--- config.mk ---
export PLATFORM = sky130hd
export DESIGN_NAME = wb_trace_buffer
export DESIGN_NICKNAME = d
export VERILOG_FILES = /design/src/rtl/wb_trace_buffer.sv
export SDC_FILE = /design/constraint.sdc
export NUM_CORES = 1
export LEC_CHECK = 0
export BUFFER_PORTS_ARGS = -buffer_cell sky130_fd_sc_hd__buf_2
export CORE_AREA = 2 2 164 166
export DETAILED_ROUTE_END_ITERATION = 16
export DIE_AREA = 0 0 166 168
export PLACE_DENSITY = 0.81
export REMOVE_ABC_BUFFERS = 1
export SLEW_MARGIN = 20
export SYNTH_ARGS = -nofsm -noshare
export SYNTH_HDL_FRONTEND = slang
export SYNTH_SLANG_ARGS = --single-unit
--- constraint.sdc ---
create_clock -name clk -period 5.2 [get_ports clk]
set_input_delay 1.04 -clock clk [delete_from_list [all_inputs] [get_ports clk]]
set_output_delay 1.04 -clock clk [all_outputs]
set_load 0.01 [all_outputs]
--- src/rtl/wb_trace_buffer.sv ---
// Writeback trace buffer: captures W-stage register writes (x0 excluded) into a
// first-word fall-through FIFO. Optional signature register under `WB_TRACE_SIG_EN.
module wb_trace_buffer #(
    parameter int DEPTH = 8,
    parameter int CNT_W = 16
) (
    input  logic                       clk,
    input  logic                       rst,
    input  logic                       RegWriteW,
    input  logic [4:0]                 RDW,
    input  logic [31:0]                ResultW,
    output logic                       trace_valid,
    input  logic                       trace_ready,
    output logic [4:0]                 trace_rd,
    output logic [31:0]                trace_data,
    output logic [$clog2(DEPTH):0]     level,
    output logic                       overflow,
    output logic [CNT_W-1:0]           wb_count,
    output logic [CNT_W-1:0]           drop_count,
    output logic [31:0]                sig
);

    localparam int AW = $clog2(DEPTH);
    localparam int LW = AW + 1;
    localparam logic [LW-1:0] FULL_LVL = LW'(DEPTH);

    logic [36:0]      r_mem [DEPTH];
    logic [AW-1:0]    r_wr_ptr;
    logic [AW-1:0]    r_rd_ptr;
    logic [LW-1:0]    r_level;
    logic             r_overflow;
    logic [CNT_W-1:0] r_wb_count;
    logic [CNT_W-1:0] r_drop_count;

    logic w_cap;
    logic w_full;
    logic w_empty;
    logic w_pop;
    logic w_push;
    logic w_drop;
    logic [36:0] w_head;

    // Valid/ready: an entry transfers on any rising edge where trace_valid and
    // trace_ready are both 1; the head is held steady until that happens.
    assign w_cap   = RegWriteW && (RDW != 5'd0);
    assign w_full  = (r_level == FULL_LVL);
    assign w_empty = (r_level == '0);
    assign w_pop   = !w_empty && trace_ready;
    assign w_push  = w_cap && (!w_full || w_pop);
    assign w_drop  = w_cap && w_full && !w_pop;
    assign w_head  = r_mem[r_rd_ptr];

    // Storage is never reset; the level alone decides what is valid.
    always_ff @(posedge clk) begin
        if (rst && w_push) begin
            r_mem[r_wr_ptr] <= {RDW, ResultW};
        end
    end

    always_ff @(posedge clk) begin
        if (!rst) begin
            r_wr_ptr <= '0;
            r_rd_ptr <= '0;
            r_level  <= '0;
        end else begin
            if (w_push) begin
                r_wr_ptr <= r_wr_ptr + AW'(1);
            end
            if (w_pop) begin
                r_rd_ptr <= r_rd_ptr + AW'(1);
            end
            case ({w_push, w_pop})
                2'b10:   r_level <= r_level + LW'(1);
                2'b01:   r_level <= r_level - LW'(1);
                default: r_level <= r_level;
            endcase
        end
    end

    // Event counters saturate at all-ones rather than wrapping.
    always_ff @(posedge clk) begin
        if (!rst) begin
            r_overflow   <= 1'b0;
            r_wb_count   <= '0;
            r_drop_count <= '0;
        end else begin
            if (w_cap && (r_wb_count != '1)) begin
                r_wb_count <= r_wb_count + CNT_W'(1);
            end
            if (w_drop) begin
                r_overflow <= 1'b1;
                if (r_drop_count != '1) begin
                    r_drop_count <= r_drop_count + CNT_W'(1);
                end
            end
        end
    end

`ifdef WB_TRACE_SIG_EN
    logic [31:0] r_sig;

    always_ff @(posedge clk) begin
        if (!rst) begin
            r_sig <= '0;
        end else if (w_push) begin
            r_sig <= {r_sig[30:0], r_sig[31]} ^ ResultW ^ {27'b0, RDW};
        end
    end

    assign sig = r_sig;
`else
    assign sig = 32'h0;
`endif

    assign trace_valid = !w_empty;
    assign trace_rd    = w_head[36:32];
    assign trace_data  = w_head[31:0];
    assign level       = r_level;
    assign overflow    = r_overflow;
    assign wb_count    = r_wb_count;
    assign drop_count  = r_drop_count;

endmodule

==> flow_summary.ini, run 1 <==
[cts]
cts_setup_buffers = 0
path_clk_slew_ns = 0.06
worstSkewPairLatency_ns = 0.52
post_cts_resized = 0
cts_tree = built
cts-hold-fix-buffers = 0
clockRootBuffer = clkbuf_16
clockBufferDepth = 3
htree_levels = 2
numCtsBuffers = 35
cts_sinks = 342

[final_layout]
fillers = 1856
final_util = 0.5938
area_growth_pct = 14.48
final_nets = 905
final_cell_mix = 296 x edfxtp_1, 115 x buf_2, 74 x mux4_2
mostFrequentLayoutCell = edfxtp_1
drive_above_1_share = 0.3522
layout.cells.non_filler = 1226

[sta]
drv_slew = 0
rsz0062_at_grt = no
finalCritPeriodShare = 0.7245
finalSetupTns_ns = 0
fin_crit_ns = 3.767
hold_slack_ns = 0.4966
maxSlewHeadroom = 0.2615
fmax_mhz = 265.4
setup_viol = 0
worstMarginPinSlew_ns = 1.108
fin_skew_ns = 0.02992
hold_violations = 0

[logic_synthesis]
synth_edf_count = 296
yosysSeqAreaShare = 0.7178
synth_cell_types = 60
syn_inst = 723
netlist_top_cells_area = edfxtp_1 65%, mux4_2 12%, dfxtp_1 6.7%
yosysWarnings = 0
synthFlopType = edfxtp_1
async_flop_share = 0
ys_ff_latch = 342
syn_avg_cell_area_um2 = 18.90
syn-cell-area_um2 = 13670
synth_top_area_share = 0.6504
synth_area_leader_cell = edfxtp_1

[routing]
drt_wl_total_mm = 25.91
wl_per_cell_um = 21.14
drc = 0
num_vias = 7005
drtPass1Iterations = 5
viasPerCell = 5.714
dr.first_iter.drc_count = 607
ant_nets = 0

[critical_path]
worstSetupPathType = reg2out
cp_max_fo = 46
r2r_cells = 6
setup.worst_path.end_class = output port
arrival_ns = 2.73
required_ns = 4.16
cp_slowest_cell = dfxtp_4
start_kind = flip-flop
cp_slowest_stage_delay_ns = 0.75
crit_chain = buf_12, mux4_2, mux2_2, buf_2

[power]
ir_worst_vdd_v = 0.0002981
power.static_leakage_nw = 5.196
power.total_mw = 6.394
p_per_area_nw_per_um2 = 408.7

[global_routing]
grt_antenna_before_repair = 3
grt_pass1_vias = 7118
grt_overflow = 0
grtUsageTotal = 0.1872
grt_max_degree = 75
grt_pass1_wl_mm = 40.43

[die]
die-width_um = 166
core.rowCount = 60
die-area_um2 = 27890
pin_count = 148
initial_utilization = 0.5187
coreArea_um2 = 26350
die_h_um = 168

[placement]
place_inst = 1163
place_congestion = 0.7685
dp_hpwl_mm = 14.89
io_buffers = 115

[min_path]
hold_depth = 2
hold_path.class = reg2reg

[status]
status = completed

[flow_run]
drv_cap = 0
==> power by group <==
part	leakage [nW]	switching, mW	internal [mW]	total (mW)
combinational	1.64	0.412	0.529	0.941
sequential	3.05	0.130	3.04	3.17
clock	0.508	0.983	1.30	2.29
==> metrics by stage <==
stage	setup slack [ns]	instance area (um2)
floorplan	0.08818	13430
global placement	1.465	14590
detailed placement	1.386	14590
CTS	1.337	15640
global route	1.229	15640
finish	1.433	15650
==> synth_stat cells (4+ instances only) <==
cell and n:
xnor2_1 9, a21oi_1 16, ha_1 5, mux2_2 37
nand2_1 27, o31ai_1 5, buf_4 32, dfxtp_1 46
or3_1 6, nand3_1 15, clkbuf_1 16, inv_1 7
or4_1 5, nand2b_1 10, o21a_1 4, nor2_1 28
o21ai_0 5, nand4_1 4, buf_2 7, edfxtp_1 296
mux2i_1 11, xor2_1 5, nor3_1 4, mux4_2 74
==> final timing paths <==
check             slack, ns                endpoint                   from
hold reg to reg        0.50   overflow$_SDFFE_PN0P_  overflow$_SDFFE_PN0P_
setup / recovery       1.43          trace_data[27]              flip-flop
setup reg to reg       2.25  r_mem[3][25]$_DFFE_PP_  level[1]$_SDFFE_PN0P_
hold / removal         0.50   overflow$_SDFFE_PN0P_  overflow$_SDFFE_PN0P_
==> kinds of logic (layout without fill, tap and decap cells) <==
family | count (synthesis) | count (layout) | share of synthesized area
flops | 342 | 342 | 0.7178
simple gates | 125 | 125 | 0.05237
other cells | 1 | 34 | 0.0002744
mux | 122 | 122 | 0.1605
xor+xnor | 14 | 14 | 0.008972
fa+ha+maj | 5 | 5 | 0.004577
compound gates | 48 | 48 | 0.02747
buf+inv | 66 | 195 | 0.02811
==> per-layer routing <==
metal | share of wire | global-route usage | wire length [um]
met5 | 0.00042 | 0 | 11
met4 | 0.019 | 0.05482 | 480
met3 | 0.073 | 0.04043 | 1902
met1 | 0.41 | 0.2548 | 10620
met2 | 0.50 | 0.3087 | 12900
==> state kept, by name, indices dropped and copies added, names as in the netlist, named ones only <==
register and flops:
drop_count 16, level 4, overflow 1, r_mem 296
r_rd_ptr 3, r_wr_ptr 3, wb_count 16
==> area by class of cell <==
type,instances,area (um2),area share
Multi-Input combinational cell,346,3645,0.2329
Antenna cell,2,5.005,0.0003199
Clock buffer,41,908.4,0.05806
Sequential cell,342,9818,0.6275
Inverter,7,26.28,0.001679
Clock inverter,20,138.9,0.008876
Tap cell,341,426.7,0.02727
Timing Repair Buffer,127,678.2,0.04334
==> critical path, delay by kind of cell (launching register included) <==
| kind | cells | cell delay (ns) |
|---|---|---|
| muxes | 2 | 0.88 |
| buffers and inverters | 2 | 0.57 |
| DFF | 1 | 0.75 |
(Power assumes the default switching activity.)
==> run 2, diff against run 1 <==
CORE_AREA = 2 2 157 159   (was 2 2 164 166)
DIE_AREA = 0 0 159 161   (was 0 0 166 168)
PLACE_DENSITY = 0.84   (was 0.81)
clock period = 3.6 ns   (was 5.2 ns; I/O delays follow)
==> run 2 against run 1 <==
Net effect: sequential share of layout area shrank 0.37 points; setup slack lost 1.0 ns; clock-buffer cell count grew 4; non-clock buffer count grew 4; clock power grew 51%; critical path type unchanged.
==> flow_summary.ini, run 2 (synthesis gave the netlist of run 1 again) <==
[critical_path]
start_kind = flip-flop
required_ns = 2.88
cp_slowest_stage_delay_ns = 0.62
arrival_ns = 2.49
crit_chain = buf_12, mux4_2, mux2_2, buf_2
worstSetupPathType = reg2out
cp_max_fo = 26
setup.worst_path.end_class = output port
regToRegSetupSlack_ns = 0.84
crit_family = multiplexers
crit_buf_inv = 2
cp_slowest_cell = dfxtp_4

[cts]
cts_tree = built
clockBufferDepth = 3
path_clk_slew_ns = 0.06
clockRootBuffer = clkbuf_16
cts-hold-fix-buffers = 0
worstSkewPairLatency_ns = 0.51
post_cts_resized = 0
cts_setup_buffers = 0
htree_levels = 2
numCtsBuffers = 35
cts_sinks = 342

[die]
die-width_um = 159
die_h_um = 161
core.rowCount = 57
initial_utilization = 0.5703
die-area_um2 = 25600
pin_count = 148
coreArea_um2 = 23960

[power]
power.total_mw = 9.445
ir_worst_vdd_v = 0.0004409
power.static_leakage_nw = 5.252
p_per_area_nw_per_um2 = 600.1

[status]
status = completed

[placement]
dp_hpwl_mm = 15.21
io_buffers = 115
place_congestion = 0.7734
place_inst = 1150

[sta]
worstMarginPinSlew_ns = 0.9033
fin_crit_ns = 3.212
drv_slew = 0
setup_viol = 0
finalCritPeriodShare = 0.8922
rsz0062_at_grt = no
hold_violations = 0
fmax_mhz = 311.3
fin_skew_ns = 0.01255
maxSlewHeadroom = 0.3978

[final_layout]
drive_above_1_share = 0.3567
final_cell_mix = 296 x edfxtp_1, 115 x buf_2, 74 x mux4_2
fillers = 1592
area_growth_pct = 15.16
seqCellArea_um2 = 9818
final_util = 0.6568
mostFrequentLayoutCell = edfxtp_1
final_nets = 909
multi_input_area_um2 = 3645
num_antenna_cells = 0
largest_reg_flops = 296
layout.cells.non_filler = 1210
regMostFlops = r_mem

[routing]
num_vias = 7065
drtPass1Iterations = 5
highest_layer = met4
drc = 0
met2_length_mm = 13.81
dr.first_iter.drc_count = 715
route.met3.wl_mm = 1.820
ant_nets = 0
wl_met1_mm = 11.04
viasPerCell = 5.839
wl_per_cell_um = 22.46
drt_wl_total_mm = 27.18

[global_routing]
grtUsageTotal = 0.2155
grt_antenna_before_repair = 0
grt_pass1_wl_mm = 42.10
grt_max_degree = 38
grt_pass1_vias = 7300
grt_overflow = 0

[min_path]
hold_path.class = in2reg

[flow_run]
drv_cap = 0
[run 2: cell count changes in the layout (fill, tap and decap cells not counted), sizes merged]
cell	change
clkbuf	+4
diode	-2
bufinv	+1
clkinv	-5
buf	+4
inv	-1
[run 2: report_power, final]
group          internal, mW  switching, mW  total, mW
Combinational         0.791          0.674       1.47
Clock                  2.05           1.40       3.46
Sequential             4.39          0.132       4.52
[run 2: area by class of cell]
cell class | instances | share of cell area
inverters | 7 | 0.001669
flip-flops and latches | 342 | 0.6238
multi-input cells | 346 | 0.2316
clock inverters | 15 | 0.007711
repair buffers | 131 | 0.04738
clock buffers | 45 | 0.06209
well taps | 324 | 0.02576
[run 2: worst reg2reg max path, delay by kind of cell (launching register included)]
family                 cells  cell delay (ns)
DFF                        1             0.48
buffers and inverters      1             0.42
and+or+nand+nor            4             1.52
[run 2: stage by stage]
| stage | setup WS (ns) | area [um2] | hold slack, ns | setup TNS (ns) |
|---|---|---|---|---|
| after floorplan | -1.192 | 13430 | 0.4847 | -125.48 |
| after global placement | 0.3454 | 14640 | 0.4810 | 0 |
| after detailed placement | 0.2320 | 14640 | 0.4947 | 0 |
| after CTS | 0.3055 | 15740 | 0.4650 | 0 |
| after global routing | 0.2420 | 15740 | 0.4884 | 0 |
| final | 0.3880 | 15740 | 0.4910 | 0 |
[run 2: path summary, 6_finish.rpt]
kind,end,from,cells after the start
setup reg to reg,r_mem[5][15]$_DFFE_PP_,level[1]$_SDFFE_PN0P_,5
setup / recovery,trace_data[2],flip-flop,4
hold / removal,r_mem[6][20]$_DFFE_PP_,ResultW[20],1
hold reg to reg,wb_count[8]$_SDFFE_PN0P_,wb_count[8]$_SDFFE_PN0P_,2
[run 2: routing by layer]
| metal | vias up | global-route usage |
|---|---|---|
| met5 | - | 0 |
| met2 | 277 | 0.3644 |
| met4 | 0 | 0.06694 |
| met3 | 39 | 0.03724 |
| met1 | 3625 | 0.2916 |
| li1 | 3124 | - |
